File: src/rtl/mtr_drv.sv
// Dual H-bridge gate driver: 2048-clock PWM with dead-time on each side and
// blanked overcurrent monitoring that latches a shutdown after repeated faulted periods.
module mtr_drv #(
  parameter int NONOVERLAP  = 32,
  parameter int BLANK       = 128,
  parameter int FAULT_LIMIT = 4
) (
  input  logic               clk,
  input  logic               rst_n,
  input  logic signed [11:0] lft_spd,
  input  logic signed [11:0] rght_spd,
  input  logic               OVR_I_lft,
  input  logic               OVR_I_rght,
  output logic               PWM1_lft,
  output logic               PWM2_lft,
  output logic               PWM1_rght,
  output logic               PWM2_rght,
  output logic               PWM_synch,
  output logic               OVR_I_shtdwn
);

  localparam int             NSIDE    = 2;
  localparam int             DTW      = (NONOVERLAP < 1) ? 1 : $clog2(NONOVERLAP + 1);
  localparam logic [DTW-1:0] DT_SAT   = DTW'(NONOVERLAP);
  localparam logic [11:0]    BLANK_W  = 12'(BLANK);
  localparam logic [10:0]    DUTY_MID = 11'd1024;

  typedef enum logic {RUN = 1'b0, SHTDWN = 1'b1} state_t;

  logic [10:0]      cnt_reg;
  logic             synch;
  logic             blank_ok;
  logic [11:0]      spd [NSIDE];
  logic [NSIDE-1:0] ovr_in;
  logic [NSIDE-1:0] ovr_meta_reg;
  logic [NSIDE-1:0] ovr_sync_reg;
  logic [NSIDE-1:0] qual;
  logic [NSIDE-1:0] pwm1;
  logic [NSIDE-1:0] pwm2;

  state_t     state_reg;
  logic       flag_reg;
  logic       shtdwn_reg;
  logic [2:0] fcnt_reg;
  logic [2:0] fcnt_next;
  logic       fault_eval;
  logic       limit_hit;

  // Period counter and frame marker, shared by both sides.
  always_ff @(posedge clk or negedge rst_n) begin
    if (!rst_n) begin
      cnt_reg <= '0;
    end else begin
      cnt_reg <= cnt_reg + 11'd1;
    end
  end

  assign synch    = (cnt_reg == 11'd0);
  assign blank_ok = ({1'b0, cnt_reg} >= BLANK_W);

  assign spd[0] = lft_spd;
  assign spd[1] = rght_spd;
  assign ovr_in = {OVR_I_rght, OVR_I_lft};

  // Comparator inputs are asynchronous to clk; two flops before any use.
  always_ff @(posedge clk or negedge rst_n) begin
    if (!rst_n) begin
      ovr_meta_reg <= '0;
      ovr_sync_reg <= '0;
    end else begin
      ovr_meta_reg <= ovr_in;
      ovr_sync_reg <= ovr_meta_reg;
    end
  end

  for (genvar gi = 0; gi < NSIDE; gi++) begin : g_side
    logic [10:0]    duty;
    logic [10:0]    duty_reg;
    logic           raw_reg;
    logic           raw_next;
    logic           raw_chg;
    logic [DTW-1:0] dt_reg;
    logic [DTW-1:0] dt_next;
    logic           gate_en;
    logic           pwm1_reg;
    logic           pwm2_reg;

    // Offset-binary view of the signed command: -2048 -> 0, 0 -> 1024, 2047 -> 2047.
    assign duty     = {~spd[gi][11], spd[gi][10:1]};
    assign raw_next = (cnt_reg < duty_reg);
    assign raw_chg  = (raw_next != raw_reg);

    always_comb begin
      dt_next = dt_reg;
      if (raw_chg) begin
        dt_next = '0;
      end else if (dt_reg < DT_SAT) begin
        dt_next = dt_reg + DTW'(1);
      end
    end

    // A gate opens only once raw has held its level for the whole dead-time,
    // so raw pulses shorter than that never reach the bridge.
    assign gate_en = (dt_next == DT_SAT) && (state_reg == RUN);

    always_ff @(posedge clk or negedge rst_n) begin
      if (!rst_n) begin
        duty_reg <= DUTY_MID;
        raw_reg  <= 1'b0;
        dt_reg   <= '0;
        pwm1_reg <= 1'b0;
        pwm2_reg <= 1'b0;
      end else begin
        if (synch) begin
          duty_reg <= duty;
        end
        raw_reg  <= raw_next;
        dt_reg   <= dt_next;
        pwm1_reg <= gate_en & raw_next;
        pwm2_reg <= gate_en & ~raw_next;
      end
    end

    assign pwm1[gi] = pwm1_reg;
    assign pwm2[gi] = pwm2_reg;
    assign qual[gi] = ovr_sync_reg[gi] & raw_reg & blank_ok;
  end

  // A qualifying event on the frame-marker clock still belongs to the period ending there.
  assign fault_eval = flag_reg | (|qual);

  always_comb begin
    fcnt_next = 3'd0;
    if (fault_eval) begin
      fcnt_next = (fcnt_reg == 3'd7) ? fcnt_reg : fcnt_reg + 3'd1;
    end
  end

  assign limit_hit = (int'(fcnt_next) >= FAULT_LIMIT);

  always_ff @(posedge clk or negedge rst_n) begin
    if (!rst_n) begin
      state_reg  <= RUN;
      flag_reg   <= 1'b0;
      fcnt_reg   <= 3'd0;
      shtdwn_reg <= 1'b0;
    end else begin
      if (synch) begin
        flag_reg <= 1'b0;
        fcnt_reg <= fcnt_next;
      end else if (|qual) begin
        flag_reg <= 1'b1;
      end
      case (state_reg)
        RUN: begin
          if (synch && limit_hit) begin
            state_reg  <= SHTDWN;
            shtdwn_reg <= 1'b1;
          end
        end
        SHTDWN: begin
          shtdwn_reg <= 1'b1;
        end
      endcase
    end
  end

  assign PWM1_lft     = pwm1[0];
  assign PWM2_lft     = pwm2[0];
  assign PWM1_rght    = pwm1[1];
  assign PWM2_rght    = pwm2[1];
  assign PWM_synch    = synch;
  assign OVR_I_shtdwn = shtdwn_reg;

endmodule

File: config.mk
export PLATFORM = sky130hd
export DESIGN_NAME = mtr_drv
export DESIGN_NICKNAME = d
export VERILOG_FILES = /design/src/rtl/mtr_drv.sv
export SDC_FILE = /design/constraint.sdc
export NUM_CORES = 1
export LEC_CHECK = 0
export ABC_CLOCK_PERIOD_IN_PS = 2200
export CAP_MARGIN = 20
export CORE_MARGIN = 2
export CORE_UTILIZATION = 40
export CTS_CLUSTER_SIZE = 16
export DETAILED_ROUTE_END_ITERATION = 8
export HOLD_SLACK_MARGIN = 0.03
export PLACE_DENSITY_LB_ADDON = 0.05
export SYNTH_ARGS = -nofsm -noshare
export SYNTH_HDL_FRONTEND = slang
export SYNTH_SLANG_ARGS = --single-unit
File: constraint.sdc
create_clock -name clk -period 2.2 [get_ports clk]
set_clock_uncertainty 0.05 [all_clocks]
set_input_delay 0.44 -clock clk [delete_from_list [all_inputs] [get_ports clk]]
set_output_delay 0.44 -clock clk [all_outputs]
set_load 0.05 [all_outputs]
; Yosys cells after proc, flatten, opt, wreduce, memory -nomap -nowiden
; Cells that the tools add are included.
[op_classes]
addsub = 4
order_cmp = 6
eq_ne = 6
n_mux = 12
bitwise_logic = 14
n_reduce_logical = 6
[op_table]
columns = cell, count
row1 = 6-bit two-way mux, 4
row2 = 11-bit < comparator, 2
row3 = 6-bit by 1-bit adder with 6-bit output (second input constant), 2
row4 = 6-bit equality test (second input constant), 2
row5 = 6-bit < comparator (second input constant), 2
row6 = 11-bit by 1-bit adder with 11-bit output (second input constant), 1
row7 = 11-bit by 8-bit >= comparator with 1-bit output (second input constant), 1
row8 = 11-bit zero test, 1
row9 = 1-bit bitwise AND, 8
row10 = 3-bit two-way mux, 2
row11 = 1-bit two-way mux, 5
row12 = 1-bit NOT, 5
row13 = 3-bit by 1-bit adder with 3-bit output (second input constant), 1
row14 = 3-bit equality test (second input constant), 1
row15 = 3-bit >= comparator (second input constant), 1
row16 = 1-bit logical AND, 3
row17 = 1-bit != test, 2
row18 = 2-bit by 1-bit != test with 1-bit output (second input constant), 1
row19 = 1-bit one-hot mux with 2 select lines, 1
row20 = 2-bit nonzero test, 1
row21 = 2-bit OR reduction, 1
row22 = 1-bit bitwise OR, 1
[totals]
register_bits = 61
inputBits = 28
out_inout_bits = 6
wordCells = 65

; Longest topological paths before layout
; Gate-level depths: netlist of the first run.
[logic_depth]
ltp_word = 9
depth_mapped = 8
mapped_depth_nobuf = 8

; Worst setup path before layout of the first run
; OpenSTA, ideal clock, no wires.
[synth_path]
path_kind = register to register
from = register cnt_reg[2]
to = register g_side[0].dt_reg[1]
t_arrival_ns = 1.718
t_required_ns = 2.025
slack_ns = 0.307
path_stages_with_launch = 8
path_cell_list = dfrtp_1 > ha_1 > nand2_1 > o21ai_1 > a31oi_1 > o311a_1 > buf_6 > mux2_4
[synth_via]
elab_chain_cells = 3
[synth_lines]
columns = item, line_no
row1 = from (decl), 30  ; logic [10:0] cnt_reg;
row2 = from (signal assigned), 54  ; cnt_reg <= cnt_reg + 11'd1;
row3 = 11-bit < comparator, 90  ; assign raw_next = (cnt_reg < duty_reg);
row4 = net g_side[0].raw_next, 80  ; logic raw_next;
row5 = 1-bit != test, 91  ; assign raw_chg = (raw_next != raw_reg);
row6 = 6-bit two-way mux, 95  ; if (raw_chg) begin
row7 = net g_side[0].dt_next[1], 83  ; logic [DTW-1:0] dt_next;
row8 = to (signal assigned), 118  ; dt_reg <= dt_next;
row9 = to (decl), 82  ; logic [DTW-1:0] dt_reg;
; The timed path passes the listed nets, and every way through them passes these cells.
; A chain may end at the register's enable or synchronous reset.

; Worst setup path after layout of the first run
[layout_path]
from = register cnt_reg[8]
to = output port PWM_synch
[layout_via]
elab_chain_cells = 1
[layout_lines]
columns = item, line_no
row1 = 11-bit zero test, 58  ; assign synch = (cnt_reg == 11'd0);
row2 = to (decl), 18  ; output logic PWM_synch,
; No other way between the ends.

==> results of run 1 <==
[cells in the mapped netlist (all sizes together)]
cell,n
dfstp,2
or2,1
nor4b,2
mux2,2
nand3b,2
nand3,11
buf,8
ha,25
a31o,1
and2,2
inv,25
a22oi,1
o2111a,1
clkinv,1
nand2,40
xnor2,11
nor3,4
a21o,2
nor2b,8
nor2,15
o21ai,28
nor3b,2
and3,7
and3b,1
a311oi,1
a21oi,20
or3,2
nand2b,7
o221ai,1
mux2i,6
o311a,1
nand4b,2
nand4,2
a31oi,3
clkbuf,2
a22o,1
dfrtp,59
xor2,6
nor4,2
[per-stage QoR]
step           instance area, um^2  hold WS (ns)  TNS (ns)  util, %
2_1_floorplan                 3130        0.0944         0        -
3_3_place_gp                  3610         0.283         0     47.2
3_5_place_dp                  3610         0.286         0     47.2
4_1_cts                       3820        0.0621         0     49.9
5_1_grt                       3860        0.0722   -0.0697     50.4
6_report                      3860        0.0292         0     50.4
[per-layer routing]
| metal | vias to the layer above | share of wire, % | global-route usage (%) |
|---|---|---|---|
| li1 | 1182 | - | - |
| met1 | 1058 | 49 | 20.5 |
| met2 | 28 | 46 | 25.2 |
| met3 | 10 | 3.0 | 3.66 |
| met4 | 0 | 2.0 | 7.84 |
| met5 | - | 0 | 0 |
[path summary, 6_finish.rpt]
kind,endpoint,slack (ns),cells past startpoint
hold / removal,g_side[1].dt_reg[2],0.03,2
setup reg to reg,g_side[1].dt_reg[0],0.14,6
setup / recovery,PWM_synch,0.07,5
hold reg to reg,ovr_sync_reg[0],0.29,0
max in group asynchronous,g_side[0].duty_reg[10],1.74,2
min in group clk,ovr_sync_reg[0],0.29,0
[power groups by stage]
stage	logic, mW	registers (mW)	clock network [mW]
2_1_floorplan	0.583	1.40	0
3_3_place_gp	0.686	1.45	0
3_5_place_dp	0.702	1.45	0
4_1_cts	0.709	1.43	1.03
5_1_grt	0.805	1.47	1.09
6_report	0.701	1.44	1.01
[layout by cell type, fill, tap and decap left out, types with 2 or more instances in the layout]
cell type         n
dfrtp_1          56
nand2_1          40
clkdlybuf4s50_1  29
o21ai_0          27
inv_1            25
ha_1             25
a21oi_1          19
buf_4            16
nor2_1           15
nand3_1          11
xnor2_1          11
clkbuf_8         11
nor2b_1           8
and3_1            7
nand2b_1          7
xor2_1            6
mux2i_1           6
nor3_1            4
clkbuf_1          4
a31oi_1           3
dfrtp_2           3
nand4_1           2
a21o_1            2
nand4b_1          2
mux2_4            2
and2_1            2
or3_1             2
nand3b_1          2
nor4b_1           2
nor3b_1           2
dfstp_2           2
[layout make-up]
cell class	instances	area [um^2]
clock inverter	1	30.0
multi-input combinational	220	1460
sequential	61	1530
inverter	26	97.6
fill	718	3790
timing repair buffer	48	447
clock buffer	15	166
tap	102	128
[cells by family after synthesis]
kind of cell               after synthesis  share of synthesized area [%]
AOI/OAI and AO/OA                       60                           11.1
xor gates and xnor gates                17                           4.75
adders and majority gates               25                           9.99
buffers and inverters                   36                           4.91
DFF                                     61                           48.8
muxes                                    8                           2.88
and+or+nand+nor                        110                           17.5
[what timing repair did]
item,CTS,global route
setup buffers,0,5
gates resized for setup,4,2
setup endpoints to repair,1,1
==> impl_metrics.py, run 1 <==
metrics = {
    "power_and_ir_drop": {
        "p_seq_share_pct": 45.6,
        "swShare_pct": 29.0,
        "internal_power_mw": 2.24,
        "pwr-share-comb_pct": 22.3,
        "power_mw": 3.15,
        "switching_power_mw": 0.912,
        "power_density_nw_per_um2": 817,
        "p_leak_nw": 1.81,
        "peakVddDrop_v": 0.000299,
        "clkPwrFrac_pct": 32.1,
    },
    "cts": {
        "clk-insertion-delay-late_ns": 0.34,
        "cts.clk_slew.worst_paths_ns": 0.06,
        "cts_buffer_depth": 2,
        "hold_buffers": 0,
        "htree_levels": 3,
        "cts_tree": "built",
        "cts-root-buf": "clkbuf_8",
        "numCtsBuffers": 9,
        "clock_sink_count": 61,
    },
    "sta": {
        "tightest_slew_ns": 0.493,
        "fin_ws_ns": 0.0692,
        "max_freq_mhz": 469,
        "fin_crit_sh_pct": 96.9,
        "fin_crit_ns": 2.13,
        "setup_viol": 0,
        "rsz0062_at_grt": "yes",
        "hold_viol": 0,
        "drv_slew": 0,
        "relSlewSlack_pct": 67.0,
    },
    "synth": {
        "ys_seq_area_share_pct": 48.8,
        "synth_area_leaders": "dfrtp_1 47%, ha_1 10%, nand2_1 4.8%, o21ai_0 4.3%, xnor2_1 3.1%",
        "ys_ff_latch": 61,
        "yosysUniqueCellTypes": 43,
        "ys_warn_count": 0,
        "syn_nets": 370,
        "synth_area_um2": 3130,
        "yosysTopAreaCell": "dfrtp_1",
        "syn_area_per_cell_um2": 9.88,
        "syn_inst": 317,
        "synth_top_cell_area_share_pct": 47.1,
    },
    "finish": {
        "final_nets": 419,
        "instances_no_fill": 473,
        "antenna_cells": 0,
        "area_growth_pct": 23.1,
        "drive_gt1_share_pct": 11.9,
        "largest_reg_flops": 22,
    },
    "floorplanning": {
        "die_h_um": 92.5,
        "dieArea_um2": 8550,
        "io_pins": 34,
        "rows": 32,
        "die_x_um": 92.5,
        "start_util_pct": 41.0,
        "core_area_um2": 7650,
    },
    "route": {
        "wirelength_um": 5860,
        "routedWlPerCell_um": 12.4,
        "drtIter0Drc": 54,
        "postRouteAntennaNets": 0,
        "dr.pass1.iters": 4,
        "num_vias": 2278,
        "drc_errors": 0,
        "viasPerCell": 4.82,
    },
    "grt": {
        "gr-total-overflow": 0,
        "grt_use_total_pct": 15.9,
        "grt_max_degree": 62,
        "first_global_vias": 2341,
        "grt_pass1_wl_um": 10700,
        "antenna_found_initial": 0,
    },
    "setup_path": {
        "critical_path_class": "flip-flop to output port",
        "end_kind": "output port",
        "critical_path_buf_inv_count": 3,
        "cp.arrival_ns": 1.64,
        "slowest_stage": "dfrtp_2",
        "crit_start": "cnt_reg[8]",
        "crit_family": "flip-flops",
        "cp_max_fo": 5,
        "cp.required_ns": 1.71,
        "cp_cell_sequence": "nor4_2 > buf_4 > nand4_1 > inv_2 > buf_6",
        "max_stage_delay_ns": 0.44,
        "r2r-start": "cnt_reg[1]",
        "startpoint_type": "flip-flop",
    },
    "placement": {
        "post-dp-hpwl_um": 4140,
        "finalWeightedCongestion": 0.768,
        "placedCellCount": 452,
        "io_buffers": 31,
        "pre_cts_ws_ns": 0.158,
    },
    "hold_path": {
        "hold_path_class": "input pin to asynchronous set/reset pin",
    },
    "outcome": {
        "status": "finished, final reports clean",
    },
    "run": {
        "drv_cap": 0,
    },
}
Note: power is estimated with default switching activity, not from simulation.
==> inputs of run 2 (changes only) <==
--- a/config.mk
+++ b/config.mk
@@ -12,7 +12,7 @@
 export CTS_CLUSTER_SIZE = 16
 export DETAILED_ROUTE_END_ITERATION = 8
 export HOLD_SLACK_MARGIN = 0.03
-export PLACE_DENSITY_LB_ADDON = 0.05
+export PLACE_DENSITY_LB_ADDON = 0.2
 export SYNTH_ARGS = -nofsm -noshare
 export SYNTH_HDL_FRONTEND = slang
 export SYNTH_SLANG_ARGS = --single-unit
==> run 2 against run 1 <==
Power shrank 1.5%. Combinational power is essentially flat. First-iteration DRC count increased by 67%. Wire length fell by 0.87%. Maximum frequency up 0.84%. Largest power group unchanged. Highest routed layer unchanged.
==> impl_metrics.py, run 2 (synthesis results as in run 1) <==
metrics = {
    "sta": {
        "hold_viol": 0,
        "setup_viol": 0,
        "drv_slew": 0,
        "fin_crit_sh_pct": 96.0,
        "rsz0062_at_grt": "yes",
        "fin_tns_setup_ns": 0,
        "relSlewSlack_pct": 67.3,
        "max_freq_mhz": 473,
        "tightest_slew_ns": 0.489,
        "fin_crit_ns": 2.11,
        "whs_ns": 0.0447,
        "fin_ws_ns": 0.0869,
    },
    "grt": {
        "grt_use_total_pct": 15.0,
        "antenna_found_initial": 0,
        "first_global_vias": 2306,
        "grt_pass1_wl_um": 10100,
        "gr-total-overflow": 0,
        "grt_max_degree": 62,
    },
    "outcome": {
        "status": "finished, final reports clean",
    },
    "cts": {
        "cts_buffer_depth": 2,
        "cts_tree": "built",
        "cts-root-buf": "clkbuf_8",
        "htree_levels": 3,
        "cts.clk_slew.worst_paths_ns": 0.08,
        "hold_buffers": 0,
        "numCtsBuffers": 9,
        "clk-insertion-delay-late_ns": 0.35,
        "clock_sink_count": 61,
    },
    "setup_path": {
        "r2r-start": "cnt_reg[1]",
        "cp_max_fo": 5,
        "r2r_cells": 6,
        "end_kind": "output port",
        "rrSetupSlack_ns": 0.17,
        "cp.required_ns": 1.71,
        "cp.arrival_ns": 1.62,
        "critical_path_class": "flip-flop to output port",
        "startpoint_type": "flip-flop",
        "timing.rr.end": "g_side[1].dt_reg[4]",
    },
    "finish": {
        "drive_gt1_share_pct": 11.7,
        "instances_no_fill": 470,
        "final_nets": 416,
        "fillers": 721,
        "largest_reg_flops": 22,
        "antenna_cells": 0,
        "layout_commonest_cell": "dfrtp_1",
        "area_growth_pct": 22.1,
        "layout_common_cells": "57 x dfrtp_1, 40 x nand2_1, 29 x clkdlybuf4s50_1",
    },
    "power_and_ir_drop": {
        "p_leak_nw": 1.79,
        "power_density_nw_per_um2": 811,
        "power_mw": 3.10,
        "peakVddDrop_v": 0.000325,
    },
    "placement": {
        "placedCellCount": 451,
        "post-dp-hpwl_um": 4090,
        "pre_cts_ws_ns": 0.162,
        "io_buffers": 31,
        "finalWeightedCongestion": 0.781,
    },
    "floorplanning": {
        "core_area_um2": 7650,
        "die_h_um": 92.5,
        "rows": 32,
        "dieArea_um2": 8550,
        "io_pins": 34,
        "start_util_pct": 41.0,
        "die_x_um": 92.5,
    },
    "route": {
        "wirelength_um": 5810,
        "routedWlPerCell_um": 12.4,
        "postRouteAntennaNets": 0,
        "num_vias": 2321,
        "drc_errors": 0,
        "viasPerCell": 4.94,
        "dr.pass1.iters": 4,
        "drtIter0Drc": 90,
    },
    "hold_path": {
        "hold_path_class": "input pin to asynchronous set/reset pin",
    },
    "run": {
        "drv_cap": 0,
    },
}
==> run 2: worst max-delay path, cell delays in order (launching register included) <==
cell and delay [ns]:
dfrtp_2 0.45, nor4_2 0.27, buf_4 0.15, nand4_1 0.14, clkinv_1 0.11, buf_6 0.16
==> run 2: worst max path at each step <==
| stage | slack [ns] | from | endpoint |
|---|---|---|---|
| finish | 0.09 | cnt_reg[8] | PWM_synch |
| global route | -0.04 | cnt_reg[8] | PWM_synch |
| CTS | 0.01 | cnt_reg[8] | PWM_synch |
| detailed placement | 0.16 | cnt_reg[2] | g_side[0].dt_reg[2] |
| global placement | 0.20 | cnt_reg[2] | g_side[0].dt_reg[2] |
| floorplan | 0.31 | cnt_reg[2] | g_side[0].dt_reg[1] |
==> run 2: area by class of cell <==
cell class              count  area [um^2]  share of cell area [%]
clock buffers              10          128                    3.34
clock inverters             6         55.1                    1.44
inverters                  26         97.6                    2.55
multi-input cells         220         1460                    38.2
flip-flops and latches     61         1530                    40.0
well taps                 102          128                    3.34
repair buffers             45          424                    11.1
==> run 2: power by group <==
group | leakage (nW) | internal, mW | switching (mW)
registers | 0.737 | 1.27 | 0.168
logic | 0.949 | 0.380 | 0.322
clock network | 0.0996 | 0.513 | 0.445
total | 1.79 | 2.16 | 0.936
==> run 2: through the flow <==
stage | instance area [um^2] | util, %
3_5_place_dp | 3600 | 47.1
5_1_grt | 3820 | 50.0
3_3_place_gp | 3600 | 47.1
2_1_floorplan | 3130 | -
4_1_cts | 3790 | 49.5
6_report | 3820 | 50.0
==> run 2: timing repair <==
item | 4_1_cts | 5_1_grt
setup buffers | 0 | 3
setup endpoints to repair | 1 | 6
pin swaps | 0 | 1
resized for setup | 2 | 3
cloned | 0 | 0
==> run 2: per-layer routing <==
layer | routed length [um] | global-route usage (%)
met1 | 2720 | 18.5
met2 | 2800 | 25.2
met3 | 180 | 3.66
met4 | 109 | 6.34
met5 | 0 | 0
==> inputs of run 3 (changes only) <==
--- a/config.mk
+++ b/config.mk
@@ -8,7 +8,7 @@
 export ABC_CLOCK_PERIOD_IN_PS = 2200
 export CAP_MARGIN = 20
 export CORE_MARGIN = 2
-export CORE_UTILIZATION = 40
+export CORE_UTILIZATION = 55
 export CTS_CLUSTER_SIZE = 16
 export DETAILED_ROUTE_END_ITERATION = 8
 export HOLD_SLACK_MARGIN = 0.03
==> run 3 against run 2 <==
Worst setup slack worse by 0.0051 ns. Sequential share of layout area up 0.24 points. First-iteration DRC count up 4.4%. Critical path depth up 1. Global-route usage up 5.6 points. Highest routed layer unchanged.
==> impl_metrics.py, run 3 (synthesis results as in run 1) <==
metrics = {
    "outcome": {
        "status": "finished, final reports clean",
    },
    "floorplanning": {
        "core_area_um2": 5510,
        "io_pins": 34,
        "rows": 27,
        "start_util_pct": 56.9,
        "die_x_um": 79.5,
        "die_h_um": 79.5,
        "dieArea_um2": 6310,
    },
    "route": {
        "postRouteAntennaNets": 0,
        "drc_errors": 0,
        "viasPerCell": 5.27,
        "wirelength_um": 5840,
        "num_vias": 2303,
        "drtIter0Drc": 94,
        "routedWlPerCell_um": 13.4,
        "dr.pass1.iters": 4,
    },
    "grt": {
        "grt_use_total_pct": 20.6,
        "grt_pass1_wl_um": 10100,
        "gr-total-overflow": 0,
        "antenna_found_initial": 0,
        "first_global_vias": 2283,
        "grt_max_degree": 38,
    },
    "setup_path": {
        "cp_cell_sequence": "ha_1 > a21o_1 > a21oi_2 > o221ai_1 > a311oi_2 > a21oi_1",
        "end_kind": "flip-flop",
        "r2r-start": "cnt_reg[8]",
        "startpoint_type": "flip-flop",
        "slowest_stage": "dfrtp_2",
        "crit_start": "cnt_reg[8]",
        "cp.required_ns": 2.35,
        "critical_path_class": "flip-flop to flip-flop",
        "r2r_cells": 6,
        "timing.rr.end": "g_side[1].dt_reg[1]",
        "max_stage_delay_ns": 0.45,
        "rrSetupSlack_ns": 0.08,
        "critPathCapture": "g_side[1].dt_reg[1]",
        "cp.arrival_ns": 2.27,
        "cp_max_fo": 6,
    },
    "power_and_ir_drop": {
        "power_density_nw_per_um2": 865,
        "p_seq_share_pct": 43.8,
        "clkPwrFrac_pct": 34.4,
        "switching_power_mw": 0.944,
        "swShare_pct": 28.7,
        "peakVddDrop_v": 0.000462,
        "p_leak_nw": 1.79,
        "pwr-share-comb_pct": 21.7,
        "internal_power_mw": 2.35,
    },
    "finish": {
        "drive_gt1_share_pct": 11.0,
        "fillers": 438,
        "layout_commonest_cell": "dfrtp_1",
        "multi_input_comb_area_um2": 1460,
        "final_nets": 413,
        "fin_util_pct": 69.1,
        "antenna_cells": 0,
        "seq_area_um2": 1530,
        "layout_common_cells": "57 x dfrtp_1, 40 x nand2_1, 29 x clkdlybuf4s50_1",
        "largest_reg_flops": 22,
        "area_growth_pct": 21.4,
    },
    "cts": {
        "numCtsBuffers": 9,
        "cts.clk_slew.worst_paths_ns": 0.07,
        "clock_sink_count": 61,
        "cts-root-buf": "clkbuf_8",
        "hold_buffers": 0,
        "cts_tree": "built",
        "htree_levels": 3,
        "clk-insertion-delay-late_ns": 0.33,
        "cts_buffer_depth": 2,
    },
    "sta": {
        "relSlewSlack_pct": 57.1,
        "fin_crit_ns": 2.12,
        "rsz0062_at_grt": "no",
        "tightest_slew_ns": 0.644,
        "hold_viol": 0,
        "fin_crit_sh_pct": 96.3,
        "max_freq_mhz": 472,
        "setup_viol": 0,
        "fin_tns_setup_ns": 0,
        "drv_slew": 0,
    },
    "hold_path": {
        "hold_path_class": "input pin to asynchronous set/reset pin",
    },
    "placement": {
        "post-dp-hpwl_um": 4100,
        "finalWeightedCongestion": 0.767,
        "io_buffers": 31,
    },
    "run": {
        "drv_cap": 0,
    },
}
-- run 3: power groups by stage --
stage | clock network (mW) | registers, mW | logic [mW]
5_1_grt | 1.20 | 1.46 | 0.813
4_1_cts | 1.15 | 1.44 | 0.719
2_1_floorplan | 0 | 1.40 | 0.583
3_3_place_gp | 0 | 1.45 | 0.675
6_report | 1.13 | 1.44 | 0.716
3_5_place_dp | 0 | 1.46 | 0.713
-- run 3: worst max-delay path, delay by kind of cell (launching register included) --
family / cells / cell delay [ns]
flip-flops: 1 / 0.45
adder cells (fa/ha/maj): 1 / 0.33
AO/OA/AOI/OAI: 5 / 1.14
-- run 3: cell type report --
cell class	instances	area share, %
Inverter	26	2.60
Clock inverter	4	1.84
Clock buffer	12	4.08
Multi-Input combinational cell	220	38.3
Tap cell	72	2.37
Timing Repair Buffer	42	10.6
Sequential cell	61	40.3
-- run 3: through the flow --
step	worst slack, ns	cells	total power [mW]	cell area, um^2	hold WS, ns
after global routing	0.00165	437	3.47	3800	0.128
after global placement	0.147	418	2.12	3540	0.284
after floorplan	0.307	317	1.99	3130	0.0944
final	0.0819	437	3.29	3800	0.0762
after detailed placement	0.106	418	2.17	3540	0.286
after CTS	0.0507	435	3.31	3780	0.0939
-- run 3: worst min-delay path by stage --
stage / depth (start not counted) / to / start / slack [ns]
2_1_floorplan: 0 / OVR_I_shtdwn / rst_n / 0.09
3_3_place_gp: 0 / ovr_sync_reg[0] / ovr_meta_reg[0] / 0.28
3_5_place_dp: 0 / ovr_sync_reg[0] / ovr_meta_reg[0] / 0.29
4_1_cts: 1 / g_side[1].dt_reg[1] / rst_n / 0.09
5_1_grt: 1 / g_side[1].dt_reg[1] / rst_n / 0.13
6_report: 1 / g_side[1].dt_reg[1] / rst_n / 0.08
-- run 3: what timing repair did --
action,4_1_cts,5_1_grt
buffers inserted,1,2
gates resized for setup,4,1
endpoints found under the hold margin,0,0
setup endpoints to repair,1,1
-- run 3: per-layer routing --
metal	wire length, um	track usage [%]
met1	2690	26.4
met2	2860	33.7
met4	97	9.14
met3	193	4.30
met5	0	0
